--- src/rtl/spr_line_evaluator_pkg.sv ---
// Shared GPU sprite package: attribute word offsets, sprite layer defaults,
// evaluator FSM encoding, slot record layout and the line/Y distance helper.
package spr_line_evaluator_pkg;

  localparam int SPR_H_DEF        = 8;
  localparam int MAX_PER_LINE_DEF = 8;

  localparam logic [1:0] SPR_OFF_Y    = 2'd0;
  localparam logic [1:0] SPR_OFF_X    = 2'd1;
  localparam logic [1:0] SPR_OFF_TILE = 2'd2;
  localparam logic [1:0] SPR_OFF_ATTR = 2'd3;

  localparam logic [2:0] ST_IDLE = 3'd0;
  localparam logic [2:0] ST_RD_Y = 3'd1;
  localparam logic [2:0] ST_CK_Y = 3'd2;
  localparam logic [2:0] ST_RD_X = 3'd3;
  localparam logic [2:0] ST_RD_T = 3'd4;
  localparam logic [2:0] ST_RD_A = 3'd5;

  typedef struct packed {
    logic [8:0] x;
    logic [2:0] row;
    logic [7:0] tile;
    logic [8:0] attr;
  } spr_slot_t;

  // Lines below the sprite top, wrapping mod 512 so Y near the
  // bottom of the line space still covers lines 0.. at the top.
  function automatic logic [8:0] spr_ydiff(
    input logic [8:0] ln,
    input logic [8:0] y
  );
    return ln - y;
  endfunction

endpackage

--- src/rtl/spr_slot_bank.sv ---
// Double-buffered sprite slot table: back bank written by the evaluator,
// front bank read combinationally by the renderer; swap flips the banks.
module spr_slot_bank
  import spr_line_evaluator_pkg::*;
#(
  parameter int MAX_PER_LINE = MAX_PER_LINE_DEF,
  localparam int IW = $clog2(MAX_PER_LINE)
) (
  input  logic          clk,
  input  logic          nreset,
  input  logic          clr,
  input  logic          swap,
  input  logic          wr_row,
  input  logic          wr_x,
  input  logic          wr_tile,
  input  logic          wr_attr,
  input  logic          inc,
  input  logic          set_ovf,
  input  logic [2:0]    row_d,
  input  logic [8:0]    q_d,
  output logic [3:0]    back_cnt,
  input  logic [IW-1:0] rd_idx,
  output logic [3:0]    front_cnt,
  output logic          front_ovf,
  output logic [8:0]    slot_x,
  output logic [2:0]    slot_row,
  output logic [7:0]    slot_tile,
  output logic [8:0]    slot_attr
);

  spr_slot_t     slots [2][MAX_PER_LINE];
  logic [3:0]    cnt_q [2];
  logic [1:0]    ovf_q;
  logic          fb;
  logic          bb;
  logic [IW-1:0] wi;
  spr_slot_t     rd;

  assign bb       = ~fb;
  assign back_cnt = cnt_q[bb];
  assign wi       = back_cnt[IW-1:0];

  always_ff @(posedge clk) begin
    if (!nreset) begin
      fb    <= 1'b0;
      ovf_q <= '0;
      for (int b = 0; b < 2; b++) begin
        cnt_q[b] <= '0;
        for (int i = 0; i < MAX_PER_LINE; i++)
          slots[b][i] <= '0;
      end
    end else begin
      if (wr_row)  slots[bb][wi].row  <= row_d;
      if (wr_x)    slots[bb][wi].x    <= q_d;
      if (wr_tile) slots[bb][wi].tile <= q_d[7:0];
      if (wr_attr) slots[bb][wi].attr <= q_d;
      // A restart discards whatever the aborted scan left behind.
      if (clr) begin
        cnt_q[bb] <= '0;
        ovf_q[bb] <= 1'b0;
      end else begin
        if (inc)     cnt_q[bb] <= cnt_q[bb] + 4'd1;
        if (set_ovf) ovf_q[bb] <= 1'b1;
      end
      // Count/overflow above land in the old back bank, which
      // becomes the front bank on this same edge.
      if (swap) fb <= bb;
    end
  end

  assign rd        = slots[fb][rd_idx];
  assign front_cnt = cnt_q[fb];
  assign front_ovf = ovf_q[fb];
  assign slot_x    = rd.x;
  assign slot_row  = rd.row;
  assign slot_tile = rd.tile;
  assign slot_attr = rd.attr;

endmodule

--- src/rtl/spr_line_evaluator.sv ---
// Sprite scanline evaluator: scans VRAMSPR during hblank, picks up to
// MAX_PER_LINE sprites for next_line, publishes them via slot_* on done.
module spr_line_evaluator
  import spr_line_evaluator_pkg::*;
#(
  parameter int          NUM_SPRITES  = 64,
  parameter int          MAX_PER_LINE = MAX_PER_LINE_DEF,
  parameter int          SPR_H        = SPR_H_DEF,
  parameter logic [13:0] SPR_BASE     = 14'h0
) (
  input  logic        clk,
  input  logic        nreset,
  input  logic        line_start,
  input  logic [8:0]  next_line,
  output logic [13:0] vramSPR_addr,
  input  logic [8:0]  vramSPR_q,
  output logic        busy,
  output logic        done,
  output logic [3:0]  slot_count,
  output logic        overflow,
  input  logic [2:0]  slot_idx,
  output logic [8:0]  slot_x,
  output logic [2:0]  slot_row,
  output logic [7:0]  slot_tile,
  output logic [8:0]  slot_attr
);

  localparam int          NW      = $clog2(NUM_SPRITES);
  localparam logic [NW-1:0] N_LAST = NW'(NUM_SPRITES - 1);
  localparam logic [3:0]  CNT_MAX = 4'(MAX_PER_LINE);

  logic [2:0]    state;
  logic [8:0]    line;
  logic [NW-1:0] n;
  logic          pend;
  logic [13:0]   ent;
  logic [8:0]    diff;
  logic          hit;
  logic          last;
  logic          full;
  logic          fin;
  logic          go;
  logic          clr;
  logic [3:0]    back_cnt;
  logic          wr_row;
  logic          wr_x;
  logic          wr_tile;
  logic          wr_attr;
  logic          inc;
  logic          set_ovf;

  assign ent  = SPR_BASE + 14'({n, 2'b00});
  assign diff = spr_ydiff(line, vramSPR_q);
  assign hit  = diff < 9'(SPR_H);
  assign last = (n == N_LAST);
  assign full = (back_cnt == CNT_MAX);
  assign busy = (state != ST_IDLE);

  always_comb begin
    fin     = 1'b0;
    wr_row  = 1'b0;
    wr_x    = 1'b0;
    wr_tile = 1'b0;
    wr_attr = 1'b0;
    inc     = 1'b0;
    set_ovf = 1'b0;
    unique case (state)
      ST_CK_Y: begin
        wr_row  = hit && !full;
        set_ovf = hit && full;
        fin     = (hit && full) || (!hit && last);
      end
      ST_RD_X: wr_x = 1'b1;
      ST_RD_T: wr_tile = 1'b1;
      ST_RD_A: begin
        wr_attr = 1'b1;
        inc     = 1'b1;
        fin     = last;
      end
      default: ;
    endcase
    // A start coinciding with finish is deferred one cycle via pend
    // so the swap and done of the completed scan go out first.
    go  = line_start || (pend && state == ST_IDLE);
    clr = go && !fin;
  end

  always_ff @(posedge clk) begin
    if (!nreset) begin
      state        <= ST_IDLE;
      line         <= '0;
      n            <= '0;
      pend         <= 1'b0;
      vramSPR_addr <= '0;
      done         <= 1'b0;
    end else begin
      done <= fin;
      if (line_start) line <= next_line;
      if (fin) begin
        state <= ST_IDLE;
        pend  <= line_start;
      end else if (go) begin
        state <= ST_RD_Y;
        n     <= '0;
        pend  <= 1'b0;
      end else begin
        unique case (state)
          ST_IDLE: ;
          ST_RD_Y: begin
            vramSPR_addr <= ent + 14'(SPR_OFF_Y);
            state        <= ST_CK_Y;
          end
          ST_CK_Y: begin
            if (hit) begin
              vramSPR_addr <= ent + 14'(SPR_OFF_X);
              state        <= ST_RD_X;
            end else begin
              n     <= n + NW'(1);
              state <= ST_RD_Y;
            end
          end
          ST_RD_X: begin
            vramSPR_addr <= ent + 14'(SPR_OFF_TILE);
            state        <= ST_RD_T;
          end
          ST_RD_T: begin
            vramSPR_addr <= ent + 14'(SPR_OFF_ATTR);
            state        <= ST_RD_A;
          end
          ST_RD_A: begin
            n     <= n + NW'(1);
            state <= ST_RD_Y;
          end
          default: state <= ST_IDLE;
        endcase
      end
    end
  end

  spr_slot_bank #(
    .MAX_PER_LINE(MAX_PER_LINE)
  ) u_bank (
    .clk       (clk),
    .nreset    (nreset),
    .clr       (clr),
    .swap      (fin),
    .wr_row    (wr_row),
    .wr_x      (wr_x),
    .wr_tile   (wr_tile),
    .wr_attr   (wr_attr),
    .inc       (inc),
    .set_ovf   (set_ovf),
    .row_d     (diff[2:0]),
    .q_d       (vramSPR_q),
    .back_cnt  (back_cnt),
    .rd_idx    (slot_idx),
    .front_cnt (slot_count),
    .front_ovf (overflow),
    .slot_x    (slot_x),
    .slot_row  (slot_row),
    .slot_tile (slot_tile),
    .slot_attr (slot_attr)
  );

endmodule
--- config.mk ---
export PLATFORM = sky130hd
export DESIGN_NAME = spr_line_evaluator
export DESIGN_NICKNAME = d
export VERILOG_FILES = /design/src/rtl/spr_line_evaluator_pkg.sv /design/src/rtl/spr_slot_bank.sv /design/src/rtl/spr_line_evaluator.sv
export SDC_FILE = /design/constraint.sdc
export NUM_CORES = 1
export LEC_CHECK = 0
export CORE_UTILIZATION = 55
export CTS_CLUSTER_SIZE = 30
export DETAILED_ROUTE_END_ITERATION = 8
export GPL_TIMING_DRIVEN = 1
export PLACE_DENSITY = 0.76
export SYNTH_ARGS = -nofsm -noshare
export SYNTH_HDL_FRONTEND = slang
export SYNTH_SLANG_ARGS = --single-unit
--- constraint.sdc ---
create_clock -name clk -period 4.58 [get_ports clk]
set_input_delay 1.374 -clock clk [delete_from_list [all_inputs] [get_ports clk]]
set_output_delay 1.374 -clock clk [all_outputs]
set_load 0.02 [all_outputs]
==> results.toml <==
[logic_synthesis]
yosys-top-cells-area = "edfxtp_1, mux4_2, nor3_1"
ys.warnings.count = 0
synth_seq_area_share_pct = 67.3
synth.most_common_cell = "edfxtp_1"
synth.distinct_cells = 61
syn_inst = 1399
async_reset_ff_share_pct = 0
synth_edf_count = 472
ys_ff_latch = 504
syn_avg_cell_area_um2 = 15.7
synth-main-ff-cell = "edfxtp_1"
yosysTopAreaCellShare_pct = 64.4
synth_commonest_cells = "edfxtp_1, nor3_1, mux4_2"
syn_area_um2 = 22000
synth_top_area_cell = "edfxtp_1"

[timing]
setup_violations = 0
min_period_over_period_pct = 99.3
rsz0062_at_grt = "false"
maxSlewHeadroom_pct = 31.4
finalClockSkew_ns = 0.0293
drv_slew = 0
timing.final.ws_setup_ns = 0.0316
fmaxAchievable_mhz = 220
hold_slack_ns = 0.452
tightest_slew_ns = 1.02
min_period_ns = 4.55
tns_ns = 0
hold_viol_final = 0

[grt]
grt_overflow_total = 0
grt_util_all_layers_pct = 29.4
antenna_found_initial = 2
grt_pass1_vias = 14200
grt_pass1_wl_um = 88300
grt_max_degree = 53

[finish]
final_nets = 1600
final_area_um2 = 25900
fin_util_pct = 66.3
fill_cells = 2621
areaGrowthSynthToFinish_pct = 17.8
multiInputGateArea_um2 = 6610
final_layout_size_suffix_gt1_share_pct = 26.5
regArea_um2 = 14800

[place]
gp_congestion = 0.834
place_ws_ns = -0.269
post_dp_cell_area_um2 = 24400
io_buffers = 67
dp_hpwl_um = 37000

[critical_path]
cp-start-kind = "input pin"
slowest_stage = "clkdlybuf4s50_1"
cp_data_arrival_time_ns = 3.17
max_stage_delay_ns = 0.56
path_class = "in -> out"
rrSetupSlack_ns = 1.21
timing.critical_path.to_type = "primary output"
worstPathCellList = "buf_4, buf_4, buf_12, mux4_2, mux4_2, clkdlybuf4s50_1"
worstPathMaxFanout = 13
required_ns = 3.21

[detailed_routing]
drc = 0
vias = 14000
routed_wl_um = 58300
wl_per_cell_um = 27.5
ant_nets = 0
firstDrtPassIters = 5
viasPerCell = 6.61
dr.first_iter.drc_count = 1927

[flow_run]
maxCapViolCount = 0

[floorplanning]
initial_core_util_pct = 56.3
rows = 72
die_h_um = 202
ios = 74
coreArea_um2 = 39100
die_x_um = 202
dieArea_um2 = 40800

[clock_network]
clock-sinks = 504
insertion_delay_ns = 0.62
cts.path.max_buffers = 3
holdBufCountCts = 0
cts_root_buf = "clkbuf_16"
cts.reportedPaths.clkPinSlew_ns = 0.06
htreeDepth = 2
numCtsBuffers = 50
cts_tree = "done"

[pwr]
power.density_nw_per_um2 = 384
vdd_drop_max_v = 0.000273
power_frac_comb_pct = 7.8
p_sw_uw = 2290
pwr-share-seq_pct = 52.5
pwr-share-clk_pct = 39.8
leakagePower_uw = 0.00885
power.share.switching_pct = 23.0
internal_power_uw = 7670

[hold_path]
hold_class = "reg -> reg"

[run_status]
status = "finished, final reports clean"
## routing by layer
| layer | vias to the layer above | part of all wire (%) | track usage, % | wire [um] |
|---|---|---|---|---|
| met5 | - | 0.017 | 0 | 10 |
| met4 | 2 | 4.1 | 11.8 | 2400 |
| met3 | 147 | 10 | 5.80 | 5930 |
| met2 | 918 | 49 | 47.3 | 28500 |
| met1 | 7094 | 37 | 39.7 | 21400 |
| li1 | 5854 | - | - | - |
## sequential cells by signal, summed over array words and instances (netlist names), named ones only
name and flops:
u_bank.fb 1, u_bank.cnt_q 8, n 6, state 3
pend 1, u_bank.slots 464, vramSPR_addr 8, done 1
line 9
## metrics by stage
stage | power [uW] | std cells
floorplan | 5720 | 1404
global placement | 6070 | 2028
detailed placement | 6100 | 2028
CTS | 9980 | 2119
global route | 10200 | 2119
finish | 9960 | 2120
## what timing repair did
item,CTS,global route
hold endpoints to repair,0,0
buffers inserted,1,0
gates resized for setup,24,3
setup endpoints to repair,26,3
## final timing paths
kind,end,from,cells after the start
min reg2reg,vramSPR_addr[4]$_SDFFE_PN0P_,vramSPR_addr[4]$_SDFFE_PN0P_,2
max,slot_attr[2],slot_idx[0],6
min,vramSPR_addr[4]$_SDFFE_PN0P_,vramSPR_addr[4]$_SDFFE_PN0P_,2
max reg2reg,u_bank.slots[0][34]$_SDFFCE_PN0P_,state[0]$_SDFFE_PP0P_,5
## cells in the final DEF, fill, tap and decap left out, types with 4 or more instances in the layout
| cell | Yosys | final |
|---|---|---|
| inv_1 | 16 | 16 |
| conb_1 | 1 | 6 |
| clkbuf_16 | 0 | 50 |
| clkinv_2 | 0 | 9 |
| nand2_1 | 62 | 62 |
| mux2i_1 | 21 | 21 |
| buf_4 | 6 | 154 |
| buf_12 | 0 | 22 |
| dfxtp_1 | 32 | 31 |
| clkinv_1 | 7 | 19 |
| nor2_1 | 62 | 55 |
| o21ai_0 | 62 | 62 |
| a31oi_1 | 6 | 6 |
| nand2b_1 | 5 | 5 |
| clkbuf_1 | 110 | 11 |
| ha_1 | 12 | 12 |
| nor4_1 | 4 | 4 |
| mux4_2 | 145 | 145 |
| xnor2_1 | 5 | 5 |
| nor2_2 | 8 | 15 |
| o21a_1 | 4 | 4 |
| clkdlybuf4s50_1 | 0 | 36 |
| nand4_1 | 4 | 4 |
| nand3_1 | 18 | 16 |
| a21oi_1 | 17 | 17 |
| edfxtp_1 | 472 | 472 |
| nor3_1 | 244 | 244 |
| dlygate4sd2_1 | 0 | 24 |
| mux2_2 | 5 | 5 |
## critical path: cells and delay by family
family	cells	cell delay [ns]
buf+inv	4	1.00
mux	2	0.79
## power by group through the flow
stage | Sequential [uW] | Clock [uW] | Combinational, uW
global route | 5240 | 4140 | 814
finish | 5230 | 3960 | 775
detailed placement | 5320 | 0 | 781
CTS | 5220 | 3980 | 771
floorplan | 5290 | 0 | 430
global placement | 5300 | 0 | 764
## layout make-up
class,count,share of cell area [%]
timing repair buffer,240,8.52
sequential,504,57.2
tap,518,2.50
inverter,24,0.347
antenna,1,0.00965
clock buffer,61,4.99
multi-input combinational,743,25.5
clock inverter,29,0.975
## kinds of logic after synthesis
| kind of cell | synth area share [%] |
|---|---|
| muxes | 16.0 |
| other | 0.0170 |
| adders and majority gates | 0.773 |
| AOI/OAI and AO/OA | 3.02 |
| buffers and inverters | 2.86 |
| xor gates and xnor gates | 0.318 |
| and+or+nand+nor | 9.65 |
| DFF | 67.3 |
Power figures use the tool's default switching activity.
